==> config.mk <==
export PLATFORM = sky130hd
export DESIGN_NAME = output_port_arbiter
export DESIGN_NICKNAME = d
export VERILOG_FILES = /design/src/rtl/output_port_arbiter_pkg.sv /design/src/rtl/output_port_arbiter_rr_pick.sv /design/src/rtl/output_port_arbiter.sv
export SDC_FILE = /design/constraint.sdc
export NUM_CORES = 1
export LEC_CHECK = 0
export ABC_AREA = 1
export BUFFER_PORTS_ARGS = -buffer_cell sky130_fd_sc_hd__clkbuf_2
export CORE_ASPECT_RATIO = 1.4
export CORE_UTILIZATION = 63
export CTS_CLUSTER_SIZE = 16
export DETAILED_ROUTE_END_ITERATION = 7
export GPL_ROUTABILITY_DRIVEN = 0
export HOLD_SLACK_MARGIN = 0.1
export PLACE_DENSITY = 0.87
export SLEW_MARGIN = 20
export SYNTH_ARGS = -nofsm -noshare
export SYNTH_HDL_FRONTEND = slang
export SYNTH_HIERARCHICAL = 1
export SYNTH_SLANG_ARGS = --single-unit
==> constraint.sdc <==
create_clock -name clk -period 5.55 [get_ports clk]
set_input_delay 0.8325 -clock clk [delete_from_list [all_inputs] [get_ports clk]]
set_output_delay 0.8325 -clock clk [all_outputs]
set_load 0.005 [all_outputs]
==> src/rtl/output_port_arbiter_pkg.sv <==
// Shared router constants and output-arbiter state encodings.
package output_port_arbiter_pkg;

  localparam int DIRECTIONS = 5;
  localparam int BITS_DIR   = 3;

  localparam int DIR_LOCAL = 0;
  localparam int DIR_NORTH = 1;
  localparam int DIR_EAST  = 2;
  localparam int DIR_SOUTH = 3;
  localparam int DIR_WEST  = 4;

  typedef enum logic [1:0] {
    ARB_IDLE = 2'd0,
    ARB_LOAD = 2'd1,
    ARB_SEND = 2'd2
  } arb_state_t;

endpackage

==> src/rtl/output_port_arbiter_rr_pick.sv <==
// Combinational round-robin picker: first set req found searching from ptr+1 upward, wrapping.
module output_port_arbiter_rr_pick
  import output_port_arbiter_pkg::*;
#(
  parameter int NUM_IN = DIRECTIONS,
  parameter int IDX_W  = BITS_DIR
) (
  input  logic [NUM_IN-1:0] req,
  input  logic [IDX_W-1:0]  ptr,
  output logic [NUM_IN-1:0] win,
  output logic [IDX_W-1:0]  win_idx
);

  always_comb begin
    int   idx;
    logic found;
    win     = '0;
    win_idx = '0;
    found   = 1'b0;
    idx     = 0;
    for (int off = 1; off <= NUM_IN; off++) begin
      idx = int'(ptr) + off;
      if (idx >= NUM_IN) idx = idx - NUM_IN;
      if (!found && req[idx]) begin
        found    = 1'b1;
        win[idx] = 1'b1;
        win_idx  = IDX_W'(idx);
      end
    end
  end

endmodule

==> src/rtl/output_port_arbiter.sv <==
// Per-output round-robin allocator: grants one input, pops its flit, holds grant until tx_done or watchdog.
// Optional flit counter enabled by defining ARB_FLIT_COUNT_EN.
module output_port_arbiter
  import output_port_arbiter_pkg::*;
#(
  parameter int NUM_IN   = DIRECTIONS,
  parameter int MAX_SEND = 64,
  parameter int CNT_W    = 20
) (
  input  logic              clk,
  input  logic              reset,
  input  logic [NUM_IN-1:0] req,
  input  logic              tx_busy,
  input  logic              tx_done,
  output logic [NUM_IN-1:0] grant,
  output logic [NUM_IN-1:0] pop,
  output logic              tx_start,
  output logic              timeout,
  output logic [CNT_W-1:0]  flit_count
);

  localparam int IDX_W = (NUM_IN > 1) ? $clog2(NUM_IN) : 1;
  localparam int WD_W  = (MAX_SEND > 1) ? $clog2(MAX_SEND) : 1;
  localparam logic [WD_W-1:0]  WD_LAST   = WD_W'(MAX_SEND - 1);
  localparam logic [IDX_W-1:0] PTR_RESET = IDX_W'(NUM_IN - 1);

  arb_state_t        state_q, state_d;
  logic [IDX_W-1:0]  ptr_q, ptr_d;
  logic [WD_W-1:0]   wd_q, wd_d;
  logic [NUM_IN-1:0] grant_d, pop_d;
  logic              tx_start_d, timeout_d;
  logic [NUM_IN-1:0] win;
  logic [IDX_W-1:0]  win_idx;

  output_port_arbiter_rr_pick #(
    .NUM_IN (NUM_IN),
    .IDX_W  (IDX_W)
  ) u_rr_pick (
    .req     (req),
    .ptr     (ptr_q),
    .win     (win),
    .win_idx (win_idx)
  );

  always_ff @(posedge clk or negedge reset) begin
    if (!reset) begin
      state_q  <= ARB_IDLE;
      ptr_q    <= PTR_RESET;
      wd_q     <= '0;
      grant    <= '0;
      pop      <= '0;
      tx_start <= 1'b0;
      timeout  <= 1'b0;
    end else begin
      state_q  <= state_d;
      ptr_q    <= ptr_d;
      wd_q     <= wd_d;
      grant    <= grant_d;
      pop      <= pop_d;
      tx_start <= tx_start_d;
      timeout  <= timeout_d;
    end
  end

  // Pointer is committed together with the grant so the winner drops to lowest priority.
  always_comb begin
    state_d    = state_q;
    ptr_d      = ptr_q;
    wd_d       = wd_q;
    grant_d    = grant;
    pop_d      = '0;
    tx_start_d = 1'b0;
    timeout_d  = timeout;
    case (state_q)
      ARB_IDLE: begin
        if (|req && !tx_busy) begin
          grant_d    = win;
          pop_d      = win;
          tx_start_d = 1'b1;
          ptr_d      = win_idx;
          state_d    = ARB_LOAD;
        end
      end
      ARB_LOAD: begin
        wd_d    = '0;
        state_d = ARB_SEND;
      end
      ARB_SEND: begin
        if (tx_done) begin
          grant_d = '0;
          state_d = ARB_IDLE;
        end else if (wd_q == WD_LAST) begin
          grant_d   = '0;
          timeout_d = 1'b1;
          state_d   = ARB_IDLE;
        end else begin
          wd_d = wd_q + WD_W'(1);
        end
      end
      default: begin
        grant_d = '0;
        state_d = ARB_IDLE;
      end
    endcase
  end

`ifdef ARB_FLIT_COUNT_EN
  logic [CNT_W-1:0] count_q;

  always_ff @(posedge clk or negedge reset) begin
    if (!reset) begin
      count_q <= '0;
    end else if (state_q == ARB_LOAD && count_q != '1) begin
      count_q <= count_q + CNT_W'(1);
    end
  end

  assign flit_count = count_q;
`else
  assign flit_count = '0;
`endif

endmodule

==> results of run 1 <==
## layout by cell type (no fill, tap or decap), drive strengths merged, types with 2 or more instances in the layout
cell    netlist  layout
nor2         54      54
nand2       145     145
o21ai        11      11
clkinv        2       3
nor3          8       8
nand3b        5       5
a21boi        2       2
dfrtp        22      22
inv          49      49
clkbuf        0      23
conb          1      20
a21oi        15      15
nand4        17      17
ha           12      12
nand3        59      59
## state kept, by name, summed over array words and instances (netlist names)
signal and flops:
state_q 2, pop 5, timeout 1, ptr_q 3, grant 5, wd_q 6
tx_start 1
## per-stage QoR
| stage | setup slack [ps] | area (sq um) | hold slack (ps) | util | cells |
|---|---|---|---|---|---|
| after global placement | 2180 | 2810 | 455 | 0.669 | 494 |
| final | 2010 | 2860 | 475 | 0.680 | 498 |
| after floorplan | 2790 | 2830 | 464 | - | 452 |
| after detailed placement | 2120 | 2810 | 458 | 0.669 | 494 |
| after CTS | 2100 | 2860 | 478 | 0.680 | 498 |
| after global routing | 1770 | 2860 | 499 | 0.680 | 498 |
## layer usage
layer	wire length [um]	track usage	up-vias
met3	255	0.0322	33
met1	2550	0.305	1250
met5	0	0	-
li1	-	-	1401
met4	477	0.260	0
met2	3330	0.536	100
## logic make-up after synthesis
| family | after synthesis |
|---|---|
| and+or+nand+nor | 291 |
| buffers and inverters | 74 |
| AOI/OAI and AO/OA | 30 |
| DFF | 23 |
| adders and majority gates | 13 |
| xor gates and xnor gates | 1 |
| other | 1 |
## cell type report
cell class	instances	area [sq um]	share of cell area
Clock buffer	3	41.3	0.0144
Clock inverter	1	5.00	0.00175
Inverter	51	191	0.0670
Multi-Input combinational cell	355	1890	0.660
Sequential cell	23	577	0.202
Tap cell	45	56.3	0.0197
Timing Repair Buffer	20	100	0.0350
## worst max-delay path by stage
stage / from / end / slack (ps)
6_report: ptr_q[0] / grant[1] / 2010
4_1_cts: ptr_q[0] / grant[1] / 2100
3_5_place_dp: ptr_q[0] / grant[1] / 2120
5_1_grt: ptr_q[0] / ptr_q[0] / 1770
3_3_place_gp: ptr_q[0] / grant[1] / 2180
2_1_floorplan: ptr_q[0] / grant[1] / 2790
## critical path, stage by stage (launching register included)
cell	delay, ps
dfrtp_1	810
inv_2	260
ha_1	270
ha_1	390
nand2_1	180
nand3_2	200
nand2_1	90
nand2_1	170
nand3_1	130
nand2_1	120
nand2_1	90
nor2_4	180
nor2_8	80
and2_4	150
nand3_1	70
nand2_1	70
nand2_1	80
nand2_1	60
==> summary.md, run 1 <==
| Metric | Value |
|---|---|
| N_diodes | `0` |
| Post-Route WL | `6.61 mm` |
| Mux contribution to synthesized area | `0` |
| Asr flop ratio synth | `1.00` |
| Fraction of layout cells with a size suffix above 1 | `0.168` |
| Number of synthesized flops with an enable pin | `0` |
| Top-area cell type share of the netlist area | `0.200` |
| Fmax | `0.283 GHz` |
| P&R area growth vs syn | `3.63%` |
| CTS Hold Bufs | `0` |
| CP Capture Type | `register` |
| Die area | `4650 sq um` |
| Root buf cell | `clkbuf_8` |
| Total CTS buffers | `3` |
| Hold path startpoint | `grant[2]` |
| CTS tree | `yes` |
| Worst slew pin tran | `828 ps` |
| Routed vias/inst | `5.59` |
| Initial antenna violation count | `0` |
| FF-to-FF Start | `ptr_q[0]` |
| Largest family of logic cells by synthesized area | `simple AND/OR/NAND/NOR gates` |
| Worst Path Max Fanout | `18` |
| Hold EP | `grant[2]` |
| Compound-cell area share of the yosys netlist | `0.0672` |
| Gate count of the mapped netlist | `433` |
| Vias | `2,784` |
| Sequential element share of the synthesized area | `0.209` |
| Htree depth | `1` |
| Worst Reg2Reg Path Length in Cells | `17` |
| Routed Antenna Nets | `0` |
| Final Cycle Share | `0.637` |
| Clock latency on the worst-skew pair | `270 ps` |
| HPWL after DPL | `5.39 mm` |
| Vias in the first global route | `2,574` |
| Crit path arrival time | `3700 ps` |
| Critical path class | `register to register` |
| Num ports | `41` |
| Port-buffer cells | `20` |
| Top_reg_cell synth | `dfrtp_1` |
| Status | `completed` |
| Ys Warns | `6` |
| Slew HR | `0.443` |
| Final hold vios | `0` |
| Most frequent cell after synthesis | `nand2_1` |
| Post-Synth Adder-Cell Area | `0.0617` |
| Max Buffers Root-to-Sink | `2` |
| CTS clk-pin slew, worst paths | `80 ps` |
| Post-CTS setup buffer count | `0` |
| First-pass GRT wire length | `10.8 mm` |
| Worst Skew | `6.65 ps` |
| Critical Path RT | `5710 ps` |
| Max Slew Vio Count | `0` |
| Syn Std Cell Area | `2760 sq um` |
| Synthesis-stage register bit count | `23` |
| Nets | `476` |
| Fill cells | `398` |
| Max_cap viols | `0` |
| Wire length per cell | `13.3 um` |
| Setup repair after global routing missed its margin | `no` |
| Min-delay worst type | `register to register` |
| DRC | `0` |
| Synth cell count leaders | `nand2_1 (128), nand3_1 (52), inv_1 (43), nor2_1 (41), dfrtp_1 (22)` |
| Post-cts sizing count | `0` |
| Syn_area_per_cell | `6.37 sq um` |
| Drt first pass iters | `6` |
| Min cycle time layout | `3540 ps` |
| Area leader, netlist | `dfrtp_1` |
| Core Footprint | `4200 sq um` |
| Floorplan row count | `28` |
| Startpoint Class | `register` |
| Post-Synth XOR/XNOR Area | `0.00318` |
| Clock tree sinks | `23` |
| Unique cell type count in the Yosys netlist | `37` |
| Largest cells by area after synthesis | `dfrtp_1 (20%), nand2_1 (17%), nand3_1 (9.4%)` |
| Drt initial violations | `148` |
| Setup TNS | `0 ps` |
| Hold Path Depth | `2` |
| Count of final setup violators | `0` |
| Grt ovf | `0` |
| Largest net degree at the start of global routing | `24` |
| Gr usage total | `0.301` |
| Register-to-register setup slack | `2010 ps` |
| Die Y | `80.3 um` |
| Chip width | `57.9 um` |
| Synth Area in Simple Gates | `0.525` |
| Initial Utilization | `0.656` |
| RR Endpoint | `grant[1]` |
Power of run 1 is not shown: default switching activity piles up to over one toggle a cycle in this logic, so the estimate is an artifact.
==> run 2: changes to the inputs <==
- ABC_AREA: 1 -> 0
- CORE_UTILIZATION: 63 -> 53
- PLACE_DENSITY: 0.87 -> 0.77
- clock period: 5.55 -> 3.1 ns (I/O delays scaled with it)
==> run 2 against run 1 <==
The run now ends with negative setup slack left. Clock-buffer cell count did not move. Wire length rose by 31%. Synthesized area rose by 7.6%. Die area rose by 27%. Via count rose by 9.6%. Non-clock buffer count rose by 58. Sequential share of layout area fell by 4.3 points. Global-route usage fell by 0.14 points. First-iteration DRC count rose by 38%. Critical path type unchanged.
==> summary.md, run 2 <==
| Metric | Value |
|---|---|
| Routed Antenna Nets | `0 (unchanged)` |
| Clock latency on the worst-skew pair | `270 ps (about the same)` |
| Worst Skew | `2.18 ps (was 6.65 ps)` |
| Grt ovf | `0 (unchanged)` |
| Fraction of layout cells with a size suffix above 1 | `0.338 (was 0.168)` |
| RR Endpoint | `ptr_q[0] (was grant[1])` |
| Asr flop ratio synth | `1.00 (unchanged)` |
| Top_reg_cell synth | `dfrtp_1 (unchanged)` |
| Biggest register | `wd_q (unchanged)` |
| HPWL after DPL | `6.63 mm (was 5.39 mm)` |
| Root buf cell | `clkbuf_8 (unchanged)` |
| Num ports | `41 (unchanged)` |
| Syn_area_per_cell | `8.29 sq um (was 6.37 sq um)` |
| Area leader, netlist | `dfrtp_1 (unchanged)` |
| Synthesis-stage register bit count | `23 (unchanged)` |
| Final Non-Filler Cells | `480 (was 498)` |
| Most frequent cell after synthesis | `nand2_1 (unchanged)` |
| Die Y | `90.5 um (was 80.3 um)` |
| Inst Count DP | `472 (was 494)` |
| CTS tree | `yes (unchanged)` |
| Clock tree sinks | `23 (unchanged)` |
| Master of the slowest instance on the critical path | `fa_1 (was dfrtp_1)` |
| Floorplan row count | `31 (was 28)` |
| Slew HR | `0.592 (was 0.443)` |
| Final Cycle Share | `1.05 (was 0.637)` |
| Number of synthesized flops with an enable pin | `0 (unchanged)` |
| Crit path arrival time | `3410 ps (was 3700 ps)` |
| Drt first pass iters | `5 (was 6)` |
| DRC | `0 (unchanged)` |
| N_diodes | `0 (unchanged)` |
| Drt initial violations | `204 (was 148)` |
| Chip width | `65.2 um (was 57.9 um)` |
| Final hold vios | `0 (unchanged)` |
| Register-to-register setup slack | `-160 ps (was 2010 ps)` |
| Syn Std Cell Area | `2970 sq um (was 2760 sq um)` |
| Max Slew Vio Count | `0 (unchanged)` |
| Post-route worst setup slack | `-155 ps (was 2010 ps)` |
| Startpoint Class | `register (unchanged)` |
| Worst Path Max Fanout | `6 (was 18)` |
| Top-area cell type share of the netlist area | `0.186 (was 0.200)` |
| Routed vias/inst | `6.36 (was 5.59)` |
| CTS clk-pin slew, worst paths | `80 ps (about the same)` |
| Violated checks | `negative setup slack` |
| Fmax | `0.307 GHz (was 0.283 GHz)` |
| Unique cell type count in the Yosys netlist | `84 (was 37)` |
| Hold Slack | `175 ps (was 475 ps)` |
| Max Buffers Root-to-Sink | `2 (unchanged)` |
| Nets | `437 (was 476)` |
| Setup repair after global routing missed its margin | `yes (was no)` |
| Largest cells by area after synthesis | `dfrtp_1 (19%), buf_4 (5.1%), ha_1 (5.1%) (was dfrtp_1 (20%), nand2_1 (17%), nand3_1 (9.4%))` |
| Min cycle time layout | `3260 ps (was 3540 ps)` |
| Vias | `3,052 (was 2,784)` |
| Total CTS buffers | `3 (unchanged)` |
| Crit path capture | `ptr_q[0] (was grant[1])` |
| Status | `finished with violations (was completed)` |
| Top flop regs | `wd_q x6, grant x5, pop x5 (unchanged)` |
| CP peak stage delay | `580 ps (was 810 ps)` |
| Htree depth | `1 (unchanged)` |
| Fill cells | `434 (was 398)` |
| CP Capture Type | `register (unchanged)` |
| Gr usage total | `0.300 (was 0.301)` |
| Critical Path Start | `ptr_q[0] (unchanged)` |
| Critical path class | `register to register (unchanged)` |
| Count of final setup violators | `12 (was 0)` |
| Critical Path RT | `3260 ps (was 5710 ps)` |
| Most frequent cells in the layout | `buf_4 (54), nand2_1 (24), dfrtp_1 (22), conb_1 (20), clkbuf_2 (20) (was nand2_1 (128), nand3_1 (52), inv_1 (43), nor2_1 (41), dfrtp_1 (22))` |
| Max_cap viols | `0 (unchanged)` |
| Wire length per cell | `18.0 um (was 13.3 um)` |
| Synth cell count leaders | `nand2_1 (26), dfrtp_1 (22), buf_4 (20), nor2_1 (19), a21oi_1 (17) (was nand2_1 (128), nand3_1 (52), inv_1 (43), nor2_1 (41), dfrtp_1 (22))` |
| Post-Route WL | `8.65 mm (was 6.61 mm)` |
| Initial Utilization | `0.562 (was 0.656)` |
| Commonest non-fill, non-tap cell in the layout | `buf_4 (was nand2_1)` |
| Die area | `5900 sq um (was 4650 sq um)` |
| CP Cell Sequence | `inv_2, buf_4, ha_1, fa_1, o21ai_2, o21ai_4, buf_12, nand2b_4, o221ai_4, nor3_2, a221o_1, a311o_1, mux2_2 (was inv_2, ha_1, ha_1, nand2_1, nand3_2, nand2_1, nand2_1, nand3_1, nand2_1, nand2_1, nor2_4, nor2_8, and2_4, nand3_1, nand2_1, nand2_1, nand2_1)` |
| Vias in the first global route | `2,917 (was 2,574)` |
| FF-to-FF Start | `ptr_q[0] (unchanged)` |
| CTS Hold Bufs | `0 (unchanged)` |
| First-pass GRT wire length | `14.0 mm (was 10.8 mm)` |
| Min-delay worst type | `input pin to asynchronous set/reset pin (was register to register)` |
| Setup TNS | `-1140 ps (was 0 ps)` |
| Gate count of the mapped netlist | `358 (was 433)` |
| Initial antenna violation count | `0 (unchanged)` |
| P&R area growth vs syn | `22.6% (was 3.63%)` |
| Pre-CTS setup slack | `-184 ps (was 2120 ps)` |
| Worst Reg2Reg Path Length in Cells | `13 (was 17)` |
| Sequential element share of the synthesized area | `0.194 (was 0.209)` |
| Worst slew pin tran | `611 ps (was 828 ps)` |
| Largest net degree at the start of global routing | `38 (was 24)` |
| Core Footprint | `5280 sq um (was 4200 sq um)` |
| Ys Warns | `6 (unchanged)` |
| Port-buffer cells | `20 (unchanged)` |
| Max reg flops | `6 (unchanged)` |
-- run 2: cell types whose count changed after synthesis, moves of 10 or more --
cell	delta
nand2_1	-102
nand3_1	-43
inv_1	-32
nor2_1	-22
mux2i_1	+12
buf_2	+11
nand2_2	-11
o21ai_0	+11
and2_1	+10
-- run 2: critical path: cells and delay by family (launching register included) --
kind	cells	cell delay, ps
flops	1	450
buf+inv	3	360
compound gates	5	1100
simple gates	2	180
fa+ha+maj	2	800
mux	1	260
-- run 2: kinds of logic (layout without fill, tap and decap cells) --
logic type                 Yosys count  after routing  synth area share
muxes                               19             19            0.0717
and+or+nand+nor                    127            127             0.243
AOI/OAI and AO/OA                  113            113             0.304
DFF                                 23             23             0.194
xor gates and xnor gates             5              5            0.0148
adders and majority gates           13             13            0.0574
buffers and inverters               57             94             0.113
other                                1             20           0.00126
-- run 2: worst min path at each step --
| stage | to | slack (ps) | cells past startpoint |
|---|---|---|---|
| after floorplan | grant[0] | 170 | 0 |
| after global placement | timeout | 450 | 1 |
| after detailed placement | timeout | 460 | 1 |
| after CTS | timeout | 190 | 1 |
| after global routing | wd_q[2] | 220 | 1 |
| final | wd_q[3] | 180 | 1 |
-- run 2: metrics by stage --
stage	area, sq um	utilization
after detailed placement	3470	0.658
after global placement	3470	0.658
final	3640	0.690
after CTS	3560	0.675
after global routing	3640	0.690
after floorplan	3160	-
-- run 2: layer usage --
metal	share of wire	GRT usage	vias to the layer above	wire length, um
met5	0	0	-	0
met2	0.51	0.514	153	4390
met1	0.37	0.344	1437	3230
met4	0.056	0.187	0	480
li1	-	-	1421	-
met3	0.063	0.0316	41	546
-- run 2: what timing repair did --
action	in CTS	in global routing
buffers inserted	1	3
endpoints found under the setup margin	13	13
pin swaps	9	11
gates resized for setup	8	14
-- run 2: final cells by class --
cell class              count  area, sq um  area share
multi-input cells         297         2310       0.635
clock inverters             1         5.00     0.00138
repair buffers             78          568       0.156
flip-flops and latches     23          577       0.159
well taps                  66         82.6      0.0227
inverters                  12         52.6      0.0144
clock buffers               3         41.3      0.0114
Power of run 2 is left out for the same reason.
==> run 3: changes to the inputs <==
- RECOVER_POWER: default -> 50
==> run 3 against run 2 <==
Sequential cell count unchanged. Die area unchanged. Clock skew about the same. Utilization barely moved. Hold slack improved by 250 ps. Global-route usage stayed put. The run still ends with negative setup slack left. Cell count stayed put. Via count barely moved. Sequential share of layout area about the same. Wire length grew 0.37%.
==> summary.md, run 3 (same netlist as run 2, synthesis figures left out) <==
| Metric | Value |
|---|---|
| Seq. cell area | `577 sq um (unchanged)` |
| Slew HR | `0.189 (was 0.592)` |
| Port-buffer cells | `20 (unchanged)` |
| RR Endpoint | `ptr_q[0] (unchanged)` |
| Crit path arrival time | `3420 ps (was 3410 ps)` |
| Worst Skew | `1.86 ps (was 2.18 ps)` |
| Gr usage total | `0.300 (unchanged)` |
| Worst Reg2Reg Path Length in Cells | `13 (unchanged)` |
| Initial antenna violation count | `0 (unchanged)` |
| Post-route worst setup slack | `-155 ps (about the same)` |
| Core Footprint | `5280 sq um (unchanged)` |
| Max_cap viols | `0 (unchanged)` |
| CTS tree | `yes (unchanged)` |
| Vias | `3,051 (was 3,052)` |
| CP Capture Type | `register (unchanged)` |
| HPWL after DPL | `6.63 mm (unchanged)` |
| Design Area, Final | `3640 sq um (about the same)` |
| Clock latency on the worst-skew pair | `270 ps (about the same)` |
| Register-to-register setup slack | `-160 ps (about the same)` |
| Final Cycle Share | `1.05 (about the same)` |
| Routed Antenna Nets | `0 (unchanged)` |
| Num ports | `41 (unchanged)` |
| Drt initial violations | `204 (unchanged)` |
| Placed Area | `3470 sq um (unchanged)` |
| First-pass GRT wire length | `14.0 mm (unchanged)` |
| Largest net degree at the start of global routing | `38 (unchanged)` |
| Count of final setup violators | `12 (unchanged)` |
| Fmax | `0.307 GHz (about the same)` |
| Grt ovf | `0 (unchanged)` |
| CTS Hold Bufs | `0 (unchanged)` |
| Max reg flops | `6 (unchanged)` |
| FF-to-FF Start | `ptr_q[0] (unchanged)` |
| Min cycle time layout | `3260 ps (about the same)` |
| Min-delay worst type | `input pin to asynchronous set/reset pin (unchanged)` |
| Nets | `437 (unchanged)` |
| Fill cells | `433 (was 434)` |
| Commonest non-fill, non-tap cell in the layout | `buf_4 (unchanged)` |
| Multi-input logic area | `2310 sq um (unchanged)` |
| Violated checks | `negative setup slack (unchanged)` |
| Htree depth | `1 (unchanged)` |
| Worst slew pin tran | `1220 ps (was 611 ps)` |
| Root buf cell | `clkbuf_8 (unchanged)` |
| Max Buffers Root-to-Sink | `2 (unchanged)` |
| DRC | `0 (unchanged)` |
| Chip width | `65.2 um (unchanged)` |
| Most frequent cells in the layout | `buf_4 (54), nand2_1 (24), dfrtp_1 (22), conb_1 (20), clkbuf_2 (19) (was buf_4 (54), nand2_1 (24), dfrtp_1 (22), conb_1 (20), clkbuf_2 (20))` |
| N_diodes | `0 (unchanged)` |
| Biggest register | `wd_q (unchanged)` |
| Wire length per cell | `18.1 um (was 18.0 um)` |
| Status | `finished with violations (unchanged)` |
| Die area | `5900 sq um (unchanged)` |
| Startpoint Class | `register (unchanged)` |
| Inst Count DP | `472 (unchanged)` |
| Max Slew Vio Count | `0 (unchanged)` |
| Die Y | `90.5 um (unchanged)` |
| Top flop regs | `wd_q x6, grant x5, pop x5 (unchanged)` |
| Fraction of layout cells with a size suffix above 1 | `0.336 (was 0.338)` |
| Setup TNS | `-1150 ps (was -1140 ps)` |
| Drt first pass iters | `5 (unchanged)` |
| Total CTS buffers | `3 (unchanged)` |
| CTS clk-pin slew, worst paths | `80 ps (about the same)` |
| Final Non-Filler Cells | `480 (unchanged)` |
| Critical path class | `register to register (unchanged)` |
| Post-Route WL | `8.68 mm (was 8.65 mm)` |
| Initial Utilization | `0.562 (unchanged)` |
| Final hold vios | `0 (unchanged)` |
| Vias in the first global route | `2,917 (unchanged)` |
| P&R area growth vs syn | `22.6% (about the same)` |
| Routed vias/inst | `6.36 (about the same)` |
| Clock tree sinks | `23 (unchanged)` |
| Critical Path RT | `3260 ps (about the same)` |
| Floorplan row count | `31 (unchanged)` |
| Setup repair after global routing missed its margin | `yes (unchanged)` |
| Worst Path Max Fanout | `6 (unchanged)` |
## run 3: cell counts in the layout (fill, tap and decap cells not counted)
Identical to the previous run, type by type.
## run 3: how the worst max path moves through the flow
stage                         from  slack (ps)  cells after the start  endpoint
after floorplan           ptr_q[2]        -210                     13  ptr_q[0]
after detailed placement  ptr_q[2]        -180                     11  ptr_q[0]
after global placement    ptr_q[2]        -140                     11  ptr_q[0]
final                     ptr_q[0]        -160                     13  ptr_q[0]
after CTS                 ptr_q[2]        -130                     12  ptr_q[0]
after global routing      ptr_q[2]        -240                     12  ptr_q[0]
## run 3: timing repair
item	4_1_cts	5_1_grt
setup buffers	1	3
gates resized for setup	8	14
setup endpoints to repair	13	13
pin swaps	9	11
## run 3: layout make-up
type | instances | area share
Multi-Input combinational cell | 297 | 0.636
Sequential cell | 23 | 0.159
Timing Repair Buffer | 78 | 0.156
Tap cell | 66 | 0.0227
Inverter | 12 | 0.0145
Clock buffer | 3 | 0.0114
Clock inverter | 1 | 0.00138
## run 3: metal layers
metal,vias to the layer above,share of wire,track usage
met1,1445,0.38,0.344
met5,-,0,0
met3,35,0.059,0.0316
met2,149,0.51,0.514
li1,1422,-,-
met4,0,0.053,0.187
## run 3: worst max-delay path, cell delays in order, from the launching register on
cell and delay, ps:
dfrtp_1 450, inv_2 80, buf_4 140, ha_1 220, fa_1 580, o21ai_2 90, o21ai_4 110, buf_12 140
nand2b_4 70, o221ai_4 300, nor3_2 110, a221o_1 320, a311o_1 280, mux2_2 260
## run 3: through the flow
step	util	hold slack, ps	setup slack (ps)
floorplan	-	169	-212
global route	0.689	488	-239
detailed placement	0.658	457	-184
finish	0.689	426	-155
CTS	0.675	193	-128
global placement	0.658	447	-145
Power of run 3 is left out for the same reason.
